File: config.mk
export PLATFORM = sky130hd
export DESIGN_NAME = mips_multicycle_control_fsm_flat
export DESIGN_NICKNAME = d
export VERILOG_FILES = /design/src/rtl/mips_pkg.sv /design/src/rtl/mips_multicycle_control_fsm_if.sv /design/src/rtl/mips_multicycle_control_fsm.sv /design/src/flat_wrapper.sv
export SDC_FILE = /design/constraint.sdc
export NUM_CORES = 1
export LEC_CHECK = 0
export ABC_AREA = 1
export CORE_AREA = 10 10 55 57
export CTS_CLUSTER_SIZE = 16
export DETAILED_ROUTE_END_ITERATION = 8
export DIE_AREA = 0 0 65 67
export HOLD_SLACK_MARGIN = 0.05
export PLACE_DENSITY = 0.67
export SYNTH_ARGS = -nofsm -noshare
export SYNTH_HDL_FRONTEND = slang
export SYNTH_SLANG_ARGS = --single-unit
File: constraint.sdc
create_clock -name i_clk -period 2.8 [get_ports i_clk]
set_input_delay 0.28 -clock i_clk [delete_from_list [all_inputs] [get_ports i_clk]]
set_output_delay 0.28 -clock i_clk [all_outputs]
set_load 0.02 [all_outputs]
File: src/rtl/mips_pkg.sv
// mips_pkg: shared encodings for the multi-cycle MIPS control path.
// Holds the supported opcodes, the FSM state encoding, and the select codes
// driven toward the datapath and the ALU control decoder.
package mips_pkg;

    localparam int ST_W = 4;

    localparam logic [5:0] OP_RTYPE = 6'h00;
    localparam logic [5:0] OP_J     = 6'h02;
    localparam logic [5:0] OP_BEQ   = 6'h04;
    localparam logic [5:0] OP_BNE   = 6'h05;
    localparam logic [5:0] OP_ADDI  = 6'h08;
    localparam logic [5:0] OP_ADDIU = 6'h09;
    localparam logic [5:0] OP_LW    = 6'h23;
    localparam logic [5:0] OP_SW    = 6'h2B;

    localparam logic [1:0] ALU_ADD   = 2'b00;
    localparam logic [1:0] ALU_SUB   = 2'b01;
    localparam logic [1:0] ALU_FUNCT = 2'b10;

    localparam logic [1:0] SRCB_RT     = 2'b00;
    localparam logic [1:0] SRCB_FOUR   = 2'b01;
    localparam logic [1:0] SRCB_IMM    = 2'b10;
    localparam logic [1:0] SRCB_IMM_SH = 2'b11;

    localparam logic [1:0] PC_ALU    = 2'b00;
    localparam logic [1:0] PC_ALUOUT = 2'b01;
    localparam logic [1:0] PC_JUMP   = 2'b10;

    typedef enum logic [ST_W-1:0] {
        S_FETCH  = 4'd0,
        S_DECODE = 4'd1,
        S_MEMADR = 4'd2,
        S_MEMRD  = 4'd3,
        S_MEMWB  = 4'd4,
        S_MEMWR  = 4'd5,
        S_EXEC   = 4'd6,
        S_ALUWB  = 4'd7,
        S_BRANCH = 4'd8,
        S_ADDIEX = 4'd9,
        S_ADDIWB = 4'd10,
        S_JUMP   = 4'd11
    } state_t;

    function automatic logic is_supported(input logic [5:0] op);
        return op inside {OP_RTYPE, OP_J, OP_BEQ, OP_BNE, OP_ADDI, OP_ADDIU, OP_LW, OP_SW};
    endfunction

endpackage

File: src/rtl/mips_multicycle_control_fsm_if.sv
// mips_multicycle_control_fsm_if: bundle between the control FSM and the datapath.
// master: the control FSM (takes IR fields, ALU zero, memory ready; drives
//         memory handshake, mux selects, write strobes, ALU op, status).
// slave:  the datapath / memory side, the mirror image.
interface mips_multicycle_control_fsm_if;

    logic [5:0] i_opcode;
    logic [5:0] i_funct;
    logic       i_zero;
    logic       i_mem_ready;
    logic       o_mem_req;
    logic       o_mem_write;
    logic       o_i_or_d;
    logic       o_ir_write;
    logic       o_pc_en;
    logic [1:0] o_pc_src;
    logic       o_reg_write;
    logic       o_reg_dst;
    logic       o_mem_to_reg;
    logic       o_alu_src_a;
    logic [1:0] o_alu_src_b;
    logic [1:0] o_alu_op_code;
    logic       o_alu_is_signed;
    logic       o_illegal_op;
    logic       o_retire;
    logic [3:0] o_state;

    modport master (
        input  i_opcode, i_funct, i_zero, i_mem_ready,
        output o_mem_req, o_mem_write, o_i_or_d, o_ir_write, o_pc_en, o_pc_src,
               o_reg_write, o_reg_dst, o_mem_to_reg, o_alu_src_a, o_alu_src_b,
               o_alu_op_code, o_alu_is_signed, o_illegal_op, o_retire, o_state
    );

    modport slave (
        output i_opcode, i_funct, i_zero, i_mem_ready,
        input  o_mem_req, o_mem_write, o_i_or_d, o_ir_write, o_pc_en, o_pc_src,
               o_reg_write, o_reg_dst, o_mem_to_reg, o_alu_src_a, o_alu_src_b,
               o_alu_op_code, o_alu_is_signed, o_illegal_op, o_retire, o_state
    );

endinterface

File: src/rtl/mips_multicycle_control_fsm.sv
// mips_multicycle_control_fsm: main control FSM of the multi-cycle MIPS datapath.
// Ports: i_clk (rising edge), i_rst_n (async, active-low),
//        bus (master modport): IR opcode/funct, ALU zero, memory ready in;
//        memory handshake, datapath selects, write strobes, ALU op/signedness,
//        sticky illegal-opcode flag, retire pulse and debug state out.
module mips_multicycle_control_fsm
    import mips_pkg::*;
(
    input  logic                          i_clk,
    input  logic                          i_rst_n,
    mips_multicycle_control_fsm_if.master bus
);

    state_t     state;
    state_t     next;
    logic       illegal;
    logic       mem_req;
    logic       mem_write;
    logic       i_or_d;
    logic       ir_write;
    logic       pc_write;
    logic       branch;
    logic [1:0] pc_src;
    logic       reg_write;
    logic       reg_dst;
    logic       mem_to_reg;
    logic       alu_src_a;
    logic [1:0] alu_src_b;
    logic [1:0] alu_op;
    logic       is_signed;
    logic       retire;
    logic       unused_funct;

    // Only funct[0] matters here; the rest goes to the ALU control decoder.
    assign unused_funct = ^bus.i_funct[5:1];

    always_ff @(posedge i_clk or negedge i_rst_n) begin
        if (!i_rst_n) begin
            state   <= S_FETCH;
            illegal <= 1'b0;
        end else begin
            state   <= next;
            illegal <= illegal | (state == S_DECODE && !is_supported(bus.i_opcode));
        end
    end

    always_comb begin
        next       = S_FETCH;
        mem_req    = 1'b0;
        mem_write  = 1'b0;
        i_or_d     = 1'b0;
        ir_write   = 1'b0;
        pc_write   = 1'b0;
        branch     = 1'b0;
        pc_src     = PC_ALU;
        reg_write  = 1'b0;
        reg_dst    = 1'b0;
        mem_to_reg = 1'b0;
        alu_src_a  = 1'b0;
        alu_src_b  = SRCB_RT;
        alu_op     = ALU_ADD;
        is_signed  = 1'b0;
        retire     = 1'b0;
        case (state)
            S_FETCH: begin
                mem_req   = 1'b1;
                alu_src_b = SRCB_FOUR;
                ir_write  = bus.i_mem_ready;
                pc_write  = bus.i_mem_ready;
                next      = bus.i_mem_ready ? S_DECODE : S_FETCH;
            end
            S_DECODE: begin
                // ALUOut gets PC+4+(imm<<2) so a branch can use it next cycle.
                alu_src_b = SRCB_IMM_SH;
                is_signed = 1'b1;
                retire    = !is_supported(bus.i_opcode);
                case (bus.i_opcode)
                    OP_LW, OP_SW:      next = S_MEMADR;
                    OP_RTYPE:          next = S_EXEC;
                    OP_BEQ, OP_BNE:    next = S_BRANCH;
                    OP_ADDI, OP_ADDIU: next = S_ADDIEX;
                    OP_J:              next = S_JUMP;
                    default:           next = S_FETCH;
                endcase
            end
            S_MEMADR: begin
                alu_src_a = 1'b1;
                alu_src_b = SRCB_IMM;
                is_signed = 1'b1;
                next      = (bus.i_opcode == OP_SW) ? S_MEMWR : S_MEMRD;
            end
            S_MEMRD: begin
                mem_req = 1'b1;
                i_or_d  = 1'b1;
                next    = bus.i_mem_ready ? S_MEMWB : S_MEMRD;
            end
            S_MEMWB: begin
                reg_write  = 1'b1;
                mem_to_reg = 1'b1;
                retire     = 1'b1;
            end
            S_MEMWR: begin
                mem_req   = 1'b1;
                mem_write = 1'b1;
                i_or_d    = 1'b1;
                retire    = bus.i_mem_ready;
                next      = bus.i_mem_ready ? S_FETCH : S_MEMWR;
            end
            S_EXEC: begin
                alu_src_a = 1'b1;
                alu_op    = ALU_FUNCT;
                // funct[0] set marks addu/subu.
                is_signed = ~bus.i_funct[0];
                next      = S_ALUWB;
            end
            S_ALUWB: begin
                reg_write = 1'b1;
                reg_dst   = 1'b1;
                retire    = 1'b1;
            end
            S_BRANCH: begin
                alu_src_a = 1'b1;
                alu_op    = ALU_SUB;
                is_signed = 1'b1;
                pc_src    = PC_ALUOUT;
                branch    = 1'b1;
                retire    = 1'b1;
            end
            S_ADDIEX: begin
                alu_src_a = 1'b1;
                alu_src_b = SRCB_IMM;
                is_signed = ~bus.i_opcode[0];
                next      = S_ADDIWB;
            end
            S_ADDIWB: begin
                reg_write = 1'b1;
                retire    = 1'b1;
            end
            S_JUMP: begin
                pc_src   = PC_JUMP;
                pc_write = 1'b1;
                retire   = 1'b1;
            end
            default: next = S_FETCH;
        endcase
    end

    // Strobes are gated by reset so nothing fires while the FSM is held;
    // selects need no gating since reset parks the state in FETCH.
    // BEQ (opcode[0]=0) is taken on zero, BNE (opcode[0]=1) on nonzero.
    assign bus.o_mem_req       = i_rst_n & mem_req;
    assign bus.o_mem_write     = i_rst_n & mem_write;
    assign bus.o_ir_write      = i_rst_n & ir_write;
    assign bus.o_pc_en         = i_rst_n & (pc_write | (branch & (bus.i_zero ^ bus.i_opcode[0])));
    assign bus.o_reg_write     = i_rst_n & reg_write;
    assign bus.o_retire        = i_rst_n & retire;
    assign bus.o_i_or_d        = i_or_d;
    assign bus.o_pc_src        = pc_src;
    assign bus.o_reg_dst       = reg_dst;
    assign bus.o_mem_to_reg    = mem_to_reg;
    assign bus.o_alu_src_a     = alu_src_a;
    assign bus.o_alu_src_b     = alu_src_b;
    assign bus.o_alu_op_code   = alu_op;
    assign bus.o_alu_is_signed = is_signed;
    assign bus.o_illegal_op    = illegal;
    assign bus.o_state         = state;

endmodule

File: src/flat_wrapper.sv
// flat-port wrapper written by rule: the top's interface ports become plain ports
module mips_multicycle_control_fsm_flat import mips_pkg::*;
  (i_clk, i_rst_n, bus_i_opcode, bus_i_funct, bus_i_zero, bus_i_mem_ready, bus_o_mem_req, bus_o_mem_write, bus_o_i_or_d, bus_o_ir_write, bus_o_pc_en, bus_o_pc_src, bus_o_reg_write, bus_o_reg_dst, bus_o_mem_to_reg, bus_o_alu_src_a, bus_o_alu_src_b, bus_o_alu_op_code, bus_o_alu_is_signed, bus_o_illegal_op, bus_o_retire, bus_o_state);
  mips_multicycle_control_fsm_if bus_i ();
  input  logic i_clk;
  input  logic i_rst_n;
  input wire logic [$bits(bus_i.i_opcode)-1:0] bus_i_opcode;
  input wire logic [$bits(bus_i.i_funct)-1:0] bus_i_funct;
  input wire logic [$bits(bus_i.i_zero)-1:0] bus_i_zero;
  input wire logic [$bits(bus_i.i_mem_ready)-1:0] bus_i_mem_ready;
  output wire logic [$bits(bus_i.o_mem_req)-1:0] bus_o_mem_req;
  output wire logic [$bits(bus_i.o_mem_write)-1:0] bus_o_mem_write;
  output wire logic [$bits(bus_i.o_i_or_d)-1:0] bus_o_i_or_d;
  output wire logic [$bits(bus_i.o_ir_write)-1:0] bus_o_ir_write;
  output wire logic [$bits(bus_i.o_pc_en)-1:0] bus_o_pc_en;
  output wire logic [$bits(bus_i.o_pc_src)-1:0] bus_o_pc_src;
  output wire logic [$bits(bus_i.o_reg_write)-1:0] bus_o_reg_write;
  output wire logic [$bits(bus_i.o_reg_dst)-1:0] bus_o_reg_dst;
  output wire logic [$bits(bus_i.o_mem_to_reg)-1:0] bus_o_mem_to_reg;
  output wire logic [$bits(bus_i.o_alu_src_a)-1:0] bus_o_alu_src_a;
  output wire logic [$bits(bus_i.o_alu_src_b)-1:0] bus_o_alu_src_b;
  output wire logic [$bits(bus_i.o_alu_op_code)-1:0] bus_o_alu_op_code;
  output wire logic [$bits(bus_i.o_alu_is_signed)-1:0] bus_o_alu_is_signed;
  output wire logic [$bits(bus_i.o_illegal_op)-1:0] bus_o_illegal_op;
  output wire logic [$bits(bus_i.o_retire)-1:0] bus_o_retire;
  output wire logic [$bits(bus_i.o_state)-1:0] bus_o_state;
  assign bus_i.i_opcode = bus_i_opcode;
  assign bus_i.i_funct = bus_i_funct;
  assign bus_i.i_zero = bus_i_zero;
  assign bus_i.i_mem_ready = bus_i_mem_ready;
  assign bus_o_mem_req = bus_i.o_mem_req;
  assign bus_o_mem_write = bus_i.o_mem_write;
  assign bus_o_i_or_d = bus_i.o_i_or_d;
  assign bus_o_ir_write = bus_i.o_ir_write;
  assign bus_o_pc_en = bus_i.o_pc_en;
  assign bus_o_pc_src = bus_i.o_pc_src;
  assign bus_o_reg_write = bus_i.o_reg_write;
  assign bus_o_reg_dst = bus_i.o_reg_dst;
  assign bus_o_mem_to_reg = bus_i.o_mem_to_reg;
  assign bus_o_alu_src_a = bus_i.o_alu_src_a;
  assign bus_o_alu_src_b = bus_i.o_alu_src_b;
  assign bus_o_alu_op_code = bus_i.o_alu_op_code;
  assign bus_o_alu_is_signed = bus_i.o_alu_is_signed;
  assign bus_o_illegal_op = bus_i.o_illegal_op;
  assign bus_o_retire = bus_i.o_retire;
  assign bus_o_state = bus_i.o_state;
  mips_multicycle_control_fsm u_core (.i_clk(i_clk), .i_rst_n(i_rst_n), .bus(bus_i));
endmodule
# Word-level counts from Yosys, hierarchy flattened
# Index checks and enable logic that the tools add are counted.
dict set report totals {
  register_bits 5
  latchBits 0
  mem_bits_rw 0
  mem_bits_ro 0
  in_bits 16
  output_inout_bits 22
  word_cells 68
  mem_count 0
}
dict set report op_classes {
  addsub 0
  mul 0
  n_div 0
  magnitude_cmp 0
  n_eq_ne 18
  n_shift 0
  n_mux 21
  n_bitwise 12
  reduce_logical 15
}
# operator count
set op_table {}
lappend op_table {{$pmux 4 s7} 1}
lappend op_table {{$pmux 4 s5} 1}
lappend op_table {{$eq 4x3->1 const B} 4}
lappend op_table {{$eq 4x4->1 const B} 4}
lappend op_table {{$eq 6x3->1 const B} 2}
lappend op_table {{$eq 6x4->1 const B} 2}
lappend op_table {{$eq 6x6->1 const B} 2}
lappend op_table {{$mux 1} 10}
lappend op_table {{$reduce_or 2->1} 5}
lappend op_table {{$mux 3} 3}
lappend op_table {{$reduce_or 3->1} 3}
lappend op_table {{$eq 4x2->1 const B} 2}
lappend op_table {{$pmux 2 s2} 2}
lappend op_table {{$reduce_bool 8->1} 1}
lappend op_table {{$and 1x1->1} 7}
lappend op_table {{$eq 6x2->1 const B} 1}
lappend op_table {{$logic_not 6->1} 1}
lappend op_table {{$pmux 1 s3} 2}
lappend op_table {{$pmux 2 s3} 1}
lappend op_table {{$reduce_or 5->1} 1}
lappend op_table {{$eq 4x1->1 const B} 1}
lappend op_table {{$logic_not 4->1} 1}
lappend op_table {{$reduce_or 4->1} 1}
lappend op_table {{$not 1->1} 2}
lappend op_table {{5 further kinds} 6}

# Longest topological paths before layout
dict set report depth {
  depth_word 5
  ltp_mapped 7
  depth_no_buf 7
}

# Worst setup path before layout
# No wires, ideal clock.
dict set report synth_path {
  path_type {register to output}
  from {register u_core.state[1] (netlist: u_core.bus.o_state[1])}
  to {output port bus_o_pc_en}
  arrival_ns 1.495
  required_ns 2.520
  setup_slack_ns 1.025
  stages_incl_launch_ff 6
  path_buffers 0
  cell_sequence {dfrtp_1 -> nor2_2 -> inv_2 -> nor2_2 -> nand3_1 -> a31oi_1}
}
dict set report synth_between {
  elab_chain_cells 5
  word_cells_on_any_way 8
}
# element line
set synth_rtl {}
lappend synth_rtl {{from (decl)} mips_multicycle_control_fsm.sv:14} ;# state_t state;
lappend synth_rtl {{from (signal assigned)} mips_multicycle_control_fsm.sv:42} ;# state <= next;
lappend synth_rtl {{$eq 4x4->1} mips_multicycle_control_fsm.sv:64} ;# case (state)
lappend synth_rtl {{$mux 1} mips_multicycle_control_fsm.sv:64}
lappend synth_rtl {{$and 1x1->1} mips_multicycle_control_fsm.sv:154} ;# assign bus.o_pc_en = i_rst_n & (pc_write | (branch & (bus.i_zero ^ bus.i_opcode[0])));
lappend synth_rtl {{$or 1x1->1 (*)} mips_multicycle_control_fsm.sv:154}
lappend synth_rtl {{$and 1x1->1 (*)} mips_multicycle_control_fsm.sv:154}
lappend synth_rtl {{to (decl)} flat_wrapper.sv:15} ;# output wire logic [$bits(bus_i.o_pc_en)-1:0] bus_o_pc_en;
# Every way passes the cells marked *; elsewhere a longest branch is shown, timed or not.

# Worst setup path in the final report
dict set report layout_path {
  from {register u_core.state[2] (netlist: u_core.bus.o_state[2])}
  to {output port bus_o_retire}
}
dict set report layout_between {
  elab_chain_cells 4
  word_cells_on_any_way 10
}
# element line
set layout_rtl {}
lappend layout_rtl {{$eq 4x3->1 or $eq 4x4->1 (tied branches)} mips_multicycle_control_fsm.sv:64}
lappend layout_rtl {{$reduce_or 5->1 (no source line)} -}
lappend layout_rtl {{$pmux 1 s3 (*)} mips_multicycle_control_fsm.sv:64}
lappend layout_rtl {{$and 1x1->1 (*)} mips_multicycle_control_fsm.sv:156} ;# assign bus.o_retire = i_rst_n & retire;
lappend layout_rtl {{to (decl)} flat_wrapper.sv:25} ;# output wire logic [$bits(bus_i.o_retire)-1:0] bus_o_retire;
# Marked as above.

==> results.ini <==
[status]
status = finished clean

[setup_path]
crit_required_ns = 2.52
path_max_fanout = 6
r2r-start = u_core.bus.o_state[2]
reg2reg_slack_ns = 1.59
reg2reg_depth = 5
crit_arrival_ns = 2.09
crit_chain = nor2_4 -> inv_2 -> nor2_4 -> nand2_1 -> nor2_1 -> nand2_1 -> a21oi_1 -> clkdlybuf4s50_1
timing.rr.end = u_core.bus.o_state[1]
startpoint_type = register
critPathKind = register to output port
worstSetupEndpointType = output port
slowest_delay_ns = 0.63
cp_slowest_cell = clkdlybuf4s50_1

[placed_design]
portBuffers = 32
preCtsSetupSlack_ns = 0.472
gp_congestion = 0.877
place_hpwl_mm = 1.67
dp.cells = 164

[clocking]
cts-root-buf = clkbuf_4
cts_tree = yes
hold_buffers = 0
cts.path.max_buffers = 2
postCtsSetupBuffers = 0
htree_levels = 1
clk_pin_slew_ns = 0.04
cts_made_buffers = 3
cts_sinks = 5
cts_resized = 0
clk_latency_ns = 0.23

[detailed_routing]
drtPass1Iterations = 4
antenna_left = 0
wirelength_mm = 1.90
avgRoutedWirePerCell_um = 11.3
vias_per_cell = 4.54
vias = 763
drc = 0
drt-initial-drc-count = 13

[floorplan]
die_x_um = 65
die_area_mm2 = 0.00436
ios = 38
rows = 16
core_area_mm2 = 0.00194
start_util_pct = 29.8
die_h_um = 67

[synth]
yosys_warnings = 0
syn_nets = 122
syn_area_per_cell_um2 = 5.45
ys_types = 18
synth-seq-cells = 5
synth_cells = 106
synthesis.area_um2 = 578
yosysSeqAreaShare_pct = 21.6

[final_layout]
drive_above_1_share_pct = 12.8
seq_area_um2 = 125
stdcell_count = 168
area_growth_pct = 64.5
multi_input_area_um2 = 370
nNetsFinal = 158
fill_cells = 205
antennaDiodeCount = 0

[sta]
fin_crit_sh_pct = 84.7
drv_slew = 0
slew_headroom_pct = 80.1
grt_setup_unrepaired = false
hold_viol_final = 0
finClkSkew_ns = 0.00304
fin_ws_ns = 0.429
finalSetupViolCount = 0
tns_ns = 0
fmax_ghz = 0.422
fin_crit_ns = 2.37
tightest_slew_ns = 0.297

[power]
power_density_mw_per_mm2 = 692
peakVddDrop_uv = 306
p_leak_nw = 0.476

[global_route]
antenna_found_initial = 0
grt_pass1_wl_mm = 3.20
grt-ovfl-total = 0
grt_usage_pct = 8.78
grt_max_degree = 8
first_global_vias = 762

[hold_path]
hp-class = input pin to async pin

[run]
drv_cap = 0

report_power, final:
group,internal [mW],total [mW],switching (mW)
registers,0.0866,0.108,0.0211
clock network,0.0537,0.0804,0.0267
logic,0.200,0.470,0.270
total,0.340,0.658,0.318
worst max-delay path by stage:
stage	end	slack, ns	start	depth (start not counted)
after global routing	bus_o_retire	0.31	u_core.bus.o_state[2]	8
after global placement	bus_o_retire	0.51	bus_i_opcode[2]	8
after floorplan	bus_o_pc_en	1.02	u_core.bus.o_state[1]	5
after detailed placement	bus_o_retire	0.47	bus_i_opcode[2]	8
final	bus_o_retire	0.43	u_core.bus.o_state[2]	8
after CTS	bus_o_retire	0.43	u_core.bus.o_state[2]	8
stage by stage:
stage                     utilization [%]  hold WS [ns]  total power, mW  area (um^2)
after floorplan                         -       -0.0156            0.383          578
after CTS                            49.0         0.298            0.667          951
after detailed placement             47.6         0.455            0.582          925
after global placement               47.6         0.453            0.582          925
final                                49.0         0.296            0.658          951
after global routing                 49.0         0.307            0.711          951
state kept, by name, indices dropped and copies added, names as in the netlist:
signal / cells
u_core.bus.o_state: 4
u_core.bus.o_illegal_op: 1
Yosys cell counts:
| cell type | count | area share [%] |
|---|---|---|
| a21oi_1 | 3 | 2.6 |
| a31oi_1 | 1 | 1.1 |
| and3_1 | 1 | 1.1 |
| buf_4 | 1 | 1.3 |
| dfrtp_1 | 5 | 22 |
| inv_1 | 12 | 7.8 |
| inv_2 | 8 | 5.2 |
| nand2_1 | 24 | 16 |
| nand2_2 | 1 | 1.1 |
| nand3_1 | 14 | 12 |
| nor2_1 | 21 | 14 |
| nor2_2 | 3 | 3.2 |
| nor2_4 | 2 | 3.9 |
| nor3_1 | 1 | 0.86 |
| o211ai_1 | 2 | 2.6 |
| o21ai_0 | 4 | 3.5 |
| o21ai_1 | 2 | 1.7 |
| or2_2 | 1 | 1.1 |
logic make-up (layout without fill, tap and decap cells):
logic type | Yosys count | in the layout | share of synthesized area [%]
buffers and inverters | 21 | 56 | 14.3
and+or+nand+nor | 68 | 68 | 52.6
DFF | 5 | 5 | 21.6
AOI/OAI and AO/OA | 12 | 12 | 11.5
critical path, delay by kind of cell (launching register included):
family	cells	cell delay (ns)
buffers and inverters	2	0.70
and+or+nand+nor	5	0.58
DFF	1	0.42
AOI/OAI and AO/OA	1	0.15
placed cells by master (no fill, tap or decap), types with 2 or more instances in the layout:
cell type,instances
nand2_1,24
nor2_4,2
o211ai_1,2
nand3_1,14
dfrtp_1,5
nor2_2,3
clkdlybuf4s50_1,32
nor2_1,21
a21oi_1,3
clkbuf_4,3
inv_1,12
inv_2,8
o21ai_0,4
o21ai_1,2
final cells by class:
class,count,area share [%]
Clock buffer,4,2.76
Inverter,20,7.89
Multi-Input combinational cell,80,38.9
Timing Repair Buffer,32,33.7
Tap cell,27,3.55
Sequential cell,5,13.2
per-layer routing:
metal  vias to the layer above  wire length, um  global-route usage (%)
met5                         -                0                       0
met3                         0              160                    3.18
met1                       336              775                    8.55
met2                        22              964                    17.0
met4                         0                0                    2.41
li1                        405                -                       -
Power figures use the tool's default switching activity.
